--- src/rtl/cv32e40p_pkg2.sv ---
`default_nettype none
// ============================================================================
// Module  : cv32e40p_pkg2
// Purpose : Shared constants and types for the IF-stage fault-tolerance
//           breakage scheduler (module indices, counter defaults, FSM enum).
// Ports   : none (package)
// Revision: 1.0 - initial release
// ============================================================================
package cv32e40p_pkg2;

  // Replicas per triplicated sub-block and number of monitored sub-blocks
  localparam int N_REP = 3;
  localparam int N_MOD = 6;

  // Sub-block indices into the err/broken vectors (bit = index*N_REP + replica)
  localparam int CVIFST_PCFT     = 0;
  localparam int CVIFST_PRBUFT   = 1;
  localparam int CVIFST_IFFSMFT  = 2;
  localparam int CVIFST_IFPIPEFT = 3;
  localparam int CVIFST_ALIGNFT  = 4;
  localparam int CVIFST_CDECFT   = 5;

  // Breakage counter defaults
  localparam int PRBU_COUNT_BIT   = 8;
  localparam int PRBU_INC_DEC_BIT = 2;
  localparam int PRBU_INCREMENT   = 1;
  localparam int PRBU_DECREMENT   = 1;
  localparam int PRBU_BRK_THRESH  = 3;

  typedef enum logic {
    FT_SCHED_IDLE,
    FT_SCHED_REPORT
  } ft_sched_state_e;

endpackage
`default_nettype wire

--- src/rtl/cv32e40p_breakage_counter.sv ---
`default_nettype none
// ============================================================================
// Module  : cv32e40p_breakage_counter
// Purpose : One saturating leaky mismatch counter with a sticky broken flag.
// Ports   : clk, rst_n      - clock, synchronous active-low reset
//           enable          - counter may move this cycle
//           clear           - zero counter and broken flag (highest priority)
//           err             - voter mismatch for this replica
//           broken          - sticky broken flag (registered)
//           break_set       - this edge will set the broken flag
// Revision: 1.0 - initial release
// ============================================================================
module cv32e40p_breakage_counter #(
  parameter int                   COUNT_BIT   = 8,
  parameter int                   INC_DEC_BIT = 2,
  parameter logic [INC_DEC_BIT-1:0] INCREMENT = 1,
  parameter logic [INC_DEC_BIT-1:0] DECREMENT = 1,
  parameter int                   BRK_THRESH  = 3
) (
  input  logic clk,
  input  logic rst_n,
  input  logic enable,
  input  logic clear,
  input  logic err,
  output logic broken,
  output logic break_set
);

  localparam logic [COUNT_BIT:0] CNT_MAX = {1'b0, {COUNT_BIT{1'b1}}};
  localparam logic [COUNT_BIT:0] THRESH  = (COUNT_BIT+1)'(BRK_THRESH);
  localparam logic [COUNT_BIT:0] INC_EXT = {{(COUNT_BIT+1-INC_DEC_BIT){1'b0}}, INCREMENT};
  localparam logic [COUNT_BIT:0] DEC_EXT = {{(COUNT_BIT+1-INC_DEC_BIT){1'b0}}, DECREMENT};

  logic [COUNT_BIT-1:0] count;
  logic [COUNT_BIT:0]   wide;
  logic [COUNT_BIT:0]   updated;
  logic                 update_en;

  assign wide      = {1'b0, count};
  // A broken replica freezes its counter; clear overrides everything.
  assign update_en = enable & ~broken & ~clear;

  // One extra bit of headroom so the clamp can see overflow/underflow.
  always_comb begin
    updated = wide;
    if (err) begin
      updated = ((wide + INC_EXT) > CNT_MAX) ? CNT_MAX : (wide + INC_EXT);
    end else begin
      updated = (wide < DEC_EXT) ? '0 : (wide - DEC_EXT);
    end
  end

  assign break_set = update_en & (updated >= THRESH);

  always_ff @(posedge clk) begin
    if (!rst_n) begin
      count  <= '0;
      broken <= 1'b0;
    end else if (clear) begin
      count  <= '0;
      broken <= 1'b0;
    end else if (update_en) begin
      count <= updated[COUNT_BIT-1:0];
      if (updated >= THRESH) begin
        broken <= 1'b1;
      end
    end
  end

endmodule
`default_nettype wire

--- src/rtl/cv32e40p_if_ft_breakage_scheduler.sv ---
`default_nettype none
// ============================================================================
// Module  : cv32e40p_if_ft_breakage_scheduler
// Purpose : Breakage monitor for the six triplicated IF-stage sub-blocks.
//           Counts voter mismatches per replica, latches sticky broken
//           flags, raises fatal when two replicas of a block are broken and
//           reports each new breakage over a round-robin valid/ready channel.
// Ports   : clk, rst_n        - clock, synchronous active-low reset
//           enable_i          - monitoring enable (counters hold when low)
//           clear_i           - clear counters, broken and pending bits
//           err_i             - mismatch per replica, bit m*N_REP+r
//           set_broken_o      - sticky broken flags to the voters
//           fatal_o           - >=2 replicas of module m broken
//           rep_valid_o/rep_ready_i - report handshake
//           rep_mod_o, rep_replica_o - report payload
//           pending_o         - an unreported breakage exists
// Revision: 1.0 - initial release
// ============================================================================
module cv32e40p_if_ft_breakage_scheduler
  import cv32e40p_pkg2::*;
#(
  parameter int N_MOD       = cv32e40p_pkg2::N_MOD,
  parameter int N_REP       = cv32e40p_pkg2::N_REP,
  parameter int COUNT_BIT   = PRBU_COUNT_BIT,
  parameter int INC_DEC_BIT = PRBU_INC_DEC_BIT,
  parameter int INCREMENT   = PRBU_INCREMENT,
  parameter int DECREMENT   = PRBU_DECREMENT,
  parameter int BRK_THRESH  = PRBU_BRK_THRESH
) (
  input  logic                   clk,
  input  logic                   rst_n,
  input  logic                   enable_i,
  input  logic                   clear_i,
  input  logic [N_MOD*N_REP-1:0] err_i,
  output logic [N_MOD*N_REP-1:0] set_broken_o,
  output logic [N_MOD-1:0]       fatal_o,
  output logic                   rep_valid_o,
  input  logic                   rep_ready_i,
  output logic [2:0]             rep_mod_o,
  output logic [1:0]             rep_replica_o,
  output logic                   pending_o
);

  localparam int NK    = N_MOD * N_REP;
  localparam int IDX_W = $clog2(NK);

  logic [NK-1:0]    broken;
  logic [NK-1:0]    break_set;
  logic [NK-1:0]    broken_nxt;
  logic [N_MOD-1:0] fatal_nxt;

  logic [NK-1:0]    pending;
  logic [NK-1:0]    pending_nxt;
  logic [NK-1:0]    ack_mask;

  ft_sched_state_e  state;
  ft_sched_state_e  state_nxt;
  logic [IDX_W-1:0] rr_ptr;
  logic [IDX_W-1:0] rr_ptr_nxt;
  logic [IDX_W-1:0] grant;
  logic [IDX_W-1:0] grant_nxt;
  logic [2:0]       rep_mod_nxt;
  logic [1:0]       rep_replica_nxt;

  logic [IDX_W-1:0] pick_idx;
  logic             pick_found;
  logic [IDX_W-1:0] cand_idx;

  // --------------------------------------------------------------------------
  // Per-replica counters
  // --------------------------------------------------------------------------
  generate
    for (genvar k = 0; k < NK; k++) begin : g_rep
      cv32e40p_breakage_counter #(
        .COUNT_BIT   (COUNT_BIT),
        .INC_DEC_BIT (INC_DEC_BIT),
        .INCREMENT   (INC_DEC_BIT'(INCREMENT)),
        .DECREMENT   (INC_DEC_BIT'(DECREMENT)),
        .BRK_THRESH  (BRK_THRESH)
      ) u_counter (
        .clk       (clk),
        .rst_n     (rst_n),
        .enable    (enable_i),
        .clear     (clear_i),
        .err       (err_i[k]),
        .broken    (broken[k]),
        .break_set (break_set[k])
      );
    end
  endgenerate

  assign set_broken_o = broken;

  // fatal is registered alongside broken, so derive it from broken's next value.
  assign broken_nxt = clear_i ? '0 : (broken | break_set);

  always_comb begin
    fatal_nxt = '0;
    for (int m = 0; m < N_MOD; m++) begin
      fatal_nxt[m] = ($countones(broken_nxt[m*N_REP +: N_REP]) >= 2);
    end
  end

  // --------------------------------------------------------------------------
  // Round-robin pick: first pending bit at or after rr_ptr, wrapping
  // --------------------------------------------------------------------------
  always_comb begin
    pick_idx   = '0;
    pick_found = 1'b0;
    cand_idx   = '0;
    for (int i = 0; i < NK; i++) begin
      cand_idx = IDX_W'((int'(rr_ptr) + i) % NK);
      if (!pick_found && pending[cand_idx]) begin
        pick_found = 1'b1;
        pick_idx   = cand_idx;
      end
    end
  end

  // --------------------------------------------------------------------------
  // Report FSM: next-state and payload
  // --------------------------------------------------------------------------
  always_comb begin
    state_nxt       = state;
    rr_ptr_nxt      = rr_ptr;
    grant_nxt       = grant;
    rep_mod_nxt     = rep_mod_o;
    rep_replica_nxt = rep_replica_o;
    ack_mask        = '0;
    case (state)
      FT_SCHED_IDLE: begin
        if (pick_found) begin
          state_nxt       = FT_SCHED_REPORT;
          grant_nxt       = pick_idx;
          rep_mod_nxt     = 3'(int'(pick_idx) / N_REP);
          rep_replica_nxt = 2'(int'(pick_idx) % N_REP);
        end
      end
      FT_SCHED_REPORT: begin
        if (rep_ready_i) begin
          state_nxt  = FT_SCHED_IDLE;
          ack_mask   = NK'(1) << grant;
          rr_ptr_nxt = (grant == IDX_W'(NK-1)) ? '0 : grant + 1'b1;
        end
      end
      default: begin
        state_nxt = FT_SCHED_IDLE;
      end
    endcase
  end

  // New breakages only ever add pending bits; an accepted report removes its own.
  assign pending_nxt = clear_i ? '0 : ((pending & ~ack_mask) | break_set);

  always_ff @(posedge clk) begin
    if (!rst_n) begin
      state         <= FT_SCHED_IDLE;
      rr_ptr        <= '0;
      grant         <= '0;
      rep_mod_o     <= '0;
      rep_replica_o <= '0;
      pending       <= '0;
      fatal_o       <= '0;
    end else begin
      state         <= state_nxt;
      rr_ptr        <= rr_ptr_nxt;
      grant         <= grant_nxt;
      rep_mod_o     <= rep_mod_nxt;
      rep_replica_o <= rep_replica_nxt;
      pending       <= pending_nxt;
      fatal_o       <= fatal_nxt;
    end
  end

  assign rep_valid_o = (state == FT_SCHED_REPORT);
  assign pending_o   = |pending;

endmodule
`default_nettype wire

--- config.mk ---
export PLATFORM = sky130hd
export DESIGN_NAME = cv32e40p_if_ft_breakage_scheduler
export DESIGN_NICKNAME = d
export VERILOG_FILES = /design/src/rtl/cv32e40p_pkg2.sv /design/src/rtl/cv32e40p_breakage_counter.sv /design/src/rtl/cv32e40p_if_ft_breakage_scheduler.sv
export SDC_FILE = /design/constraint.sdc
export NUM_CORES = 1
export LEC_CHECK = 0
export ABC_CLOCK_PERIOD_IN_PS = 27200
export BUFFER_PORTS_ARGS = -buffer_cell sky130_fd_sc_hd__buf_2
export CORE_MARGIN = 5
export CORE_UTILIZATION = 45
export DETAILED_ROUTE_END_ITERATION = 16
export PLACE_DENSITY = 0.68
export SETUP_SLACK_MARGIN = 0.3
export SLEW_MARGIN = 30
export SYNTH_ARGS = -nofsm -noshare
export SYNTH_HDL_FRONTEND = slang
export SYNTH_SLANG_ARGS = --single-unit
--- constraint.sdc ---
create_clock -name clk -period 27.2 [get_ports clk]
set_clock_uncertainty 0.2 [all_clocks]
set_input_delay 2.72 -clock clk [delete_from_list [all_inputs] [get_ports clk]]
set_output_delay 2.72 -clock clk [all_outputs]
set_load 0.005 [all_outputs]
# Yosys cells after proc, flatten, opt, wreduce, memory -nomap -nowiden
# Cells that the tools add are included.
# word_totals
reg_bits	202
latch_bits	0
mem_bits_rw	0
rom_bits	0
out_inout_bits	31
elab_cells	477
n_memories	0
# classes
n_addsub	66
multipliers	0
div_mod_pow	20
magnitude_cmp	78
n_eq_ne	1
shift	1
muxes	133
bitwise_logic	79
n_reduce_logical	56
# ops
operator	n
32-bit by 6-bit remainder unit with 32-bit output, second input constant	17
9-bit two-way mux	54
8-bit by 1-bit adder with 9-bit output, second input constant	18
9-bit by 2-bit >= comparator with 1-bit output, second input constant	18
9-bit by 8-bit greater-than comparator with 1-bit output, second input constant	18
8-bit by 1-bit subtractor with 9-bit output, second input constant	18
8-bit by 1-bit less-than comparator with 1-bit output, second input constant	18
5-bit by 6-bit less-than comparator with 1-bit output, second input constant	18
5-bit two-way mux	19
1-bit binary-select mux with 5-bit select	18
1-bit bitwise AND	54
18-bit two-way mux	3
5-bit by 4-bit adder with 6-bit output, second input constant	8
2-bit AND reduction	20
1-bit two-way mux	38
18-bit OR	2
6-bit by 3-bit divider with 32-bit output, second input constant	1
6-bit by 3-bit remainder unit with 32-bit output, second input constant	1
6-bit by 6-bit remainder unit with 32-bit output, second input constant	1
5-bit by 3-bit adder with 6-bit output, second input constant	4
1-bit NOT	21
2-bit by 1-bit adder with 3-bit output	6
18-bit bitwise AND	1
3-bit by 2-bit >= comparator with 1-bit output, second input constant	6
13 further kinds	52

# Logic depth before layout (Yosys ltp)
# depth
ltp_word	57
depth_mapped	42
ltp_nobuf	35

# Hierarchy
# Synthesis repeated with hierarchy kept, for this count alone.
# unflattened
cells_unflattened	4076
hier_area_um2	28667.5
# modules_own_cells
mod	instances	cells_per_inst	area_per_inst_um2
cv32e40p_breakage_counter	18	120	839.6
cv32e40p_if_ft_breakage_scheduler	1	1916	13555.5

# Worst setup path after synthesis
# OpenSTA, ideal clock, no wires.
# synth_timing
path_type	register to register
start	reg rr_ptr[1]
end	reg rep_mod_o[0]
arrival_ns	8.958
required_ns	26.921
slack_ns	17.962
path_stages_with_launch	40
path_buffers	10
period_less_slack_ns	9.238
cell_sequence	dfxtp_1 -> inv_2 -> clkbuf_1 -> buf_1 -> ha_1 -> buf_2 -> inv_1 -> clkbuf_1 -> buf_1 -> clkbuf_1 -> ha_1 -> clkbuf_1 -> mux4_2 -> nand3_1 -> o21ai_0 -> a211oi_2 -> a32o_2 -> nand3_1 -> [4 not listed] -> a2bb2oi_2 -> o31a_2 -> buf_6 -> and2_4 -> ha_1 -> clkbuf_2 -> or3_4 -> nand2_1 -> nor2_1 -> ha_1 -> nand3b_1 -> or2_2 -> nor2_1 -> a21o_1 -> ha_1 -> and4b_4 -> and3_4 -> a211oi_2
# synth_via
elab_chain_cells	56
elab_cells_between_ends	143
cone_classes	add/sub: 17; div: 19; mux: 72; reduce/logical: 35
# synth_lines
item	line_no	text
start: declaration	cv32e40p_if_ft_breakage_scheduler.sv:58	logic [IDX_W-1:0] rr_ptr;
start signal: assignment	cv32e40p_if_ft_breakage_scheduler.sv:166	rr_ptr <= rr_ptr_nxt;
branches (longest 56 deep; another with 32-bit by 6-bit remainder unit with 32-bit output)	n/a	
end signal: assignment	cv32e40p_if_ft_breakage_scheduler.sv:168	rep_mod_o <= rep_mod_nxt;
end: declaration	cv32e40p_if_ft_breakage_scheduler.sv:39	output logic [2:0] rep_mod_o,
# Parallel ways; which one is timed is not known. The select of a mux whose other input is x is not followed.
# A chain may end at the register's enable or synchronous reset.

# Worst setup path in the final report
# Same ends and word-level chain as after synthesis.

==> results.md <==
- Status: finished, final reports clean
- PwrDens: between 70 and 80 mW/mm2
- Clock Latency Late Sink: 0.54 ns
- Bufs on Longest Clock Path: 3
- Distinct cells, synth: about 140
- Die Area: around 0.066 mm2
- Placed Cells: approximately 4500
- LEAKAGE: 10.7 nW
- Worst path slowest cell: dfxtp_2
- Syn Std Cell Area: roughly 0.027 mm2
- Tot Pwr: approximately 2 mW
- Crit Path Class: reg2reg
- Crit path from: rr_ptr[1]
- Min-delay src: rep_mod_o[1]
- DR vias/cell: 6.57
- Layout net count: about 4000
- Largest net degree at the start of global routing: 68
- Average wire per cell in the routed design: ~20 um
- Syn. warnings: 0
- Multi-input logic area: 0.0216 mm2
- Sequential cell area: around 0.0040 mm2
- Final Wtd Congestion: around 1.0
- Max-cap viol count: 0
- CTS buffer count: 23
- Worst-Margin Slew: between 1 and 1.5 ns
- Slew headroom: roughly 27%
- Post-CTS resize count: 0
- Ys async rst share: 0%
- Vias in the first global route: ~26000
- Commonest non-fill, non-tap cells in the layout: 483 x nor2_1, 322 x nand2_1, 261 x a21oi_1
- Finished Cell Area: between 0.02 and 0.03 mm2
- Die height: 257 um
- Post-CTS Repair Setup Buffers: 0
- Hpwl dp: around 67000 um
- Top FF cell, synth: dfxtp_1
- Clock Pin Slew Worst Setup and Hold Paths: about 0.070 ns
- Worst path most repeated cell: ha_1
- Worst EP arrival: 10.54 ns
- Data required, critical path: approximately 27 ns
- Slew Viols, Final: 0
- # clock sinks: about 200
- GR Overflow Total: 0
- Mapped Cells: about 3900
- Final setup violation count: 0
- Max H-tree Level: 1
- EDFF count, synth: 0
- Root Driver: clkbuf_16
- CP peak stage delay: 0.77 ns
- Worst r2r src: rr_ptr[1]
- Most common cell after layout, fill and taps aside: nor2_1
- Upper clock frequency limit: slightly below 0.1 GHz
- # IOs: 54
- Starting density of the core: ~45%
- Share of cells above drive strength 1: between 9 and 10%
- Fillers: slightly above 6000
- Tightest Hold Check Type: reg2reg
- PortBufs: between 50 and 60
- Placed Area: between 0.02 and 0.03 mm2
- Setup WS pre-CTS: about 17 ns
- Register bit count reported by yosys: around 200
- Via count: 29700
- Max VDD drop: 0.0955 mV
- Initial antenna violation count: 3
- Layout Cells excl Fill: about 4500
- Detailed Route WL: ~90000 um
- Setup tns final: 0 ns
- Final Hold Fails: 0
- Antenna Cells: 0
- Total GRT Usage: roughly 25%
- Sequential area share after synthesis: between 10% and 20%
- Period utilisation layout: between 30% and 40%
- Post-Syn Nets: a little over 4000
- Iteration-0 DRC Markers: around 2800
- Final WS setup: about 17 ns
- Critical path fanouts, max: 42
- Fin crit period: between 10 and 15 ns
- DRT Pass-1 Iters: 6
- RSZ-0062 raised after global routing: false
- Chip width: about 260 um
- DRC errors left: 0
- First-pass GRT wire length: between 100000 and 150000 um
- CTS tree: yes
- FP Rows: 90
- Antenna-violating nets left: 0
- CP endpoint kind: register
- Hold_buf cts: 0
- Setup crit start kind: register
- Mean post-synth cell area: 7.07 um2
- Core ar.: 0.0604 mm2
- Area growth syn-to-layout: 4.15%
## cell type report
class / instances / area share, %
Clock inverter: 14 / 0.732
Multi-Input combinational cell: 3264 / 75.6
Inverter: 137 / 1.86
Timing Repair Buffer: 93 / 1.98
Tap cell: 782 / 3.43
Clock buffer: 27 / 2.21
Sequential cell: 202 / 14.2
## final timing paths
| kind | to | slack (ns) | cells after the start |
|---|---|---|---|
| min reg2reg | rep_mod_o[1] | 0.29 | 2 |
| max | rep_mod_o[0] | 16.87 | 33 |
| max reg2reg | rep_mod_o[0] | 16.87 | 33 |
| min | rep_mod_o[1] | 0.29 | 2 |
## where the power goes
part	switching [mW]	total (mW)	internal, mW
sequential	0.0335	0.347	0.313
combinational	0.816	1.33	0.518
clock	0.131	0.345	0.213
total	0.981	2.03	1.04
## state kept, by name (all words and copies together) (netlist names)
signal / cells
g_rep.u_counter.count: 144
g_rep.u_counter.broken: 18
pending: 18
fatal_o: 6
grant: 5
rr_ptr: 5
rep_mod_o: 3
rep_replica_o: 2
rep_valid_o: 1
## cell usage after synthesis (all sizes together), types with 22 or more instances
library cell | number | share of area, %
nor2 | 492 | 6.8
nand2 | 324 | 4.5
a21oi | 269 | 5.1
o21ai | 236 | 4.3
dfxtp | 202 | 15
clkbuf | 189 | 2.6
nand3 | 150 | 2.8
a211oi | 149 | 4.2
nor3 | 146 | 2.7
ha | 144 | 6.6
inv | 134 | 1.8
mux2i | 95 | 3.5
buf | 88 | 2.1
xnor2 | 88 | 3.1
and3 | 64 | 1.5
a31oi | 56 | 1.4
nand4 | 50 | 1.1
o211ai | 48 | 1.3
nand2b | 44 | 1.0
mux2 | 42 | 1.8
or3 | 40 | 0.93
xor2 | 40 | 1.3
and2 | 39 | 0.91
o22ai | 38 | 0.89
a22oi | 36 | 0.99
or2 | 36 | 0.82
nor2b | 35 | 0.83
nor4 | 35 | 0.82
o21a | 28 | 0.77
nor3b | 27 | 0.74
o2111ai | 26 | 0.85
o221ai | 26 | 0.83
nand3b | 24 | 0.67
a311oi | 23 | 0.80
a211o | 22 | 0.70
o31ai | 22 | 0.66
or4 | 22 | 0.62
## per-stage QoR
step | util, % | hold WS (ns)
4_1_cts | 47.3 | 0.294
3_5_place_dp | 45.9 | 0.278
3_3_place_gp | 45.9 | 0.283
5_1_grt | 47.3 | 0.317
6_report | 47.3 | 0.293
2_1_floorplan | - | 0.281
## critical path: cells and delay by family (launching register included)
family	cells	cell delay, ns
xor+xnor	1	0.22
compound gates	11	2.95
flops	1	0.77
buf+inv	3	1.20
simple gates	12	3.06
fa+ha+maj	6	1.74
## layer usage
layer  global-route usage (%)  routed length (um)  share of wire (%)  vias to the layer above
met2                     40.0               38900                 43                     1345
met5                        0                  32              0.036                        -
met3                     4.80                8300                9.3                      218
met1                     35.2               39300                 44                    13800
met4                     7.83                3160                3.5                        6
li1                         -                   -                  -                    14300
## kinds of logic (layout without fill, tap and decap cells)
logic type	Yosys count	count (layout)	share of synthesized area, %
XOR/XNOR	129	129	4.57
AO/OA/AOI/OAI	1245	1245	32.2
multiplexers	148	148	6.18
adder cells (fa/ha/maj)	150	150	6.80
flip-flops	202	202	14.7
buffers and inverters	414	271	6.60
AND/OR/NAND/NOR	1592	1592	28.9
(Power assumes the default switching activity.)
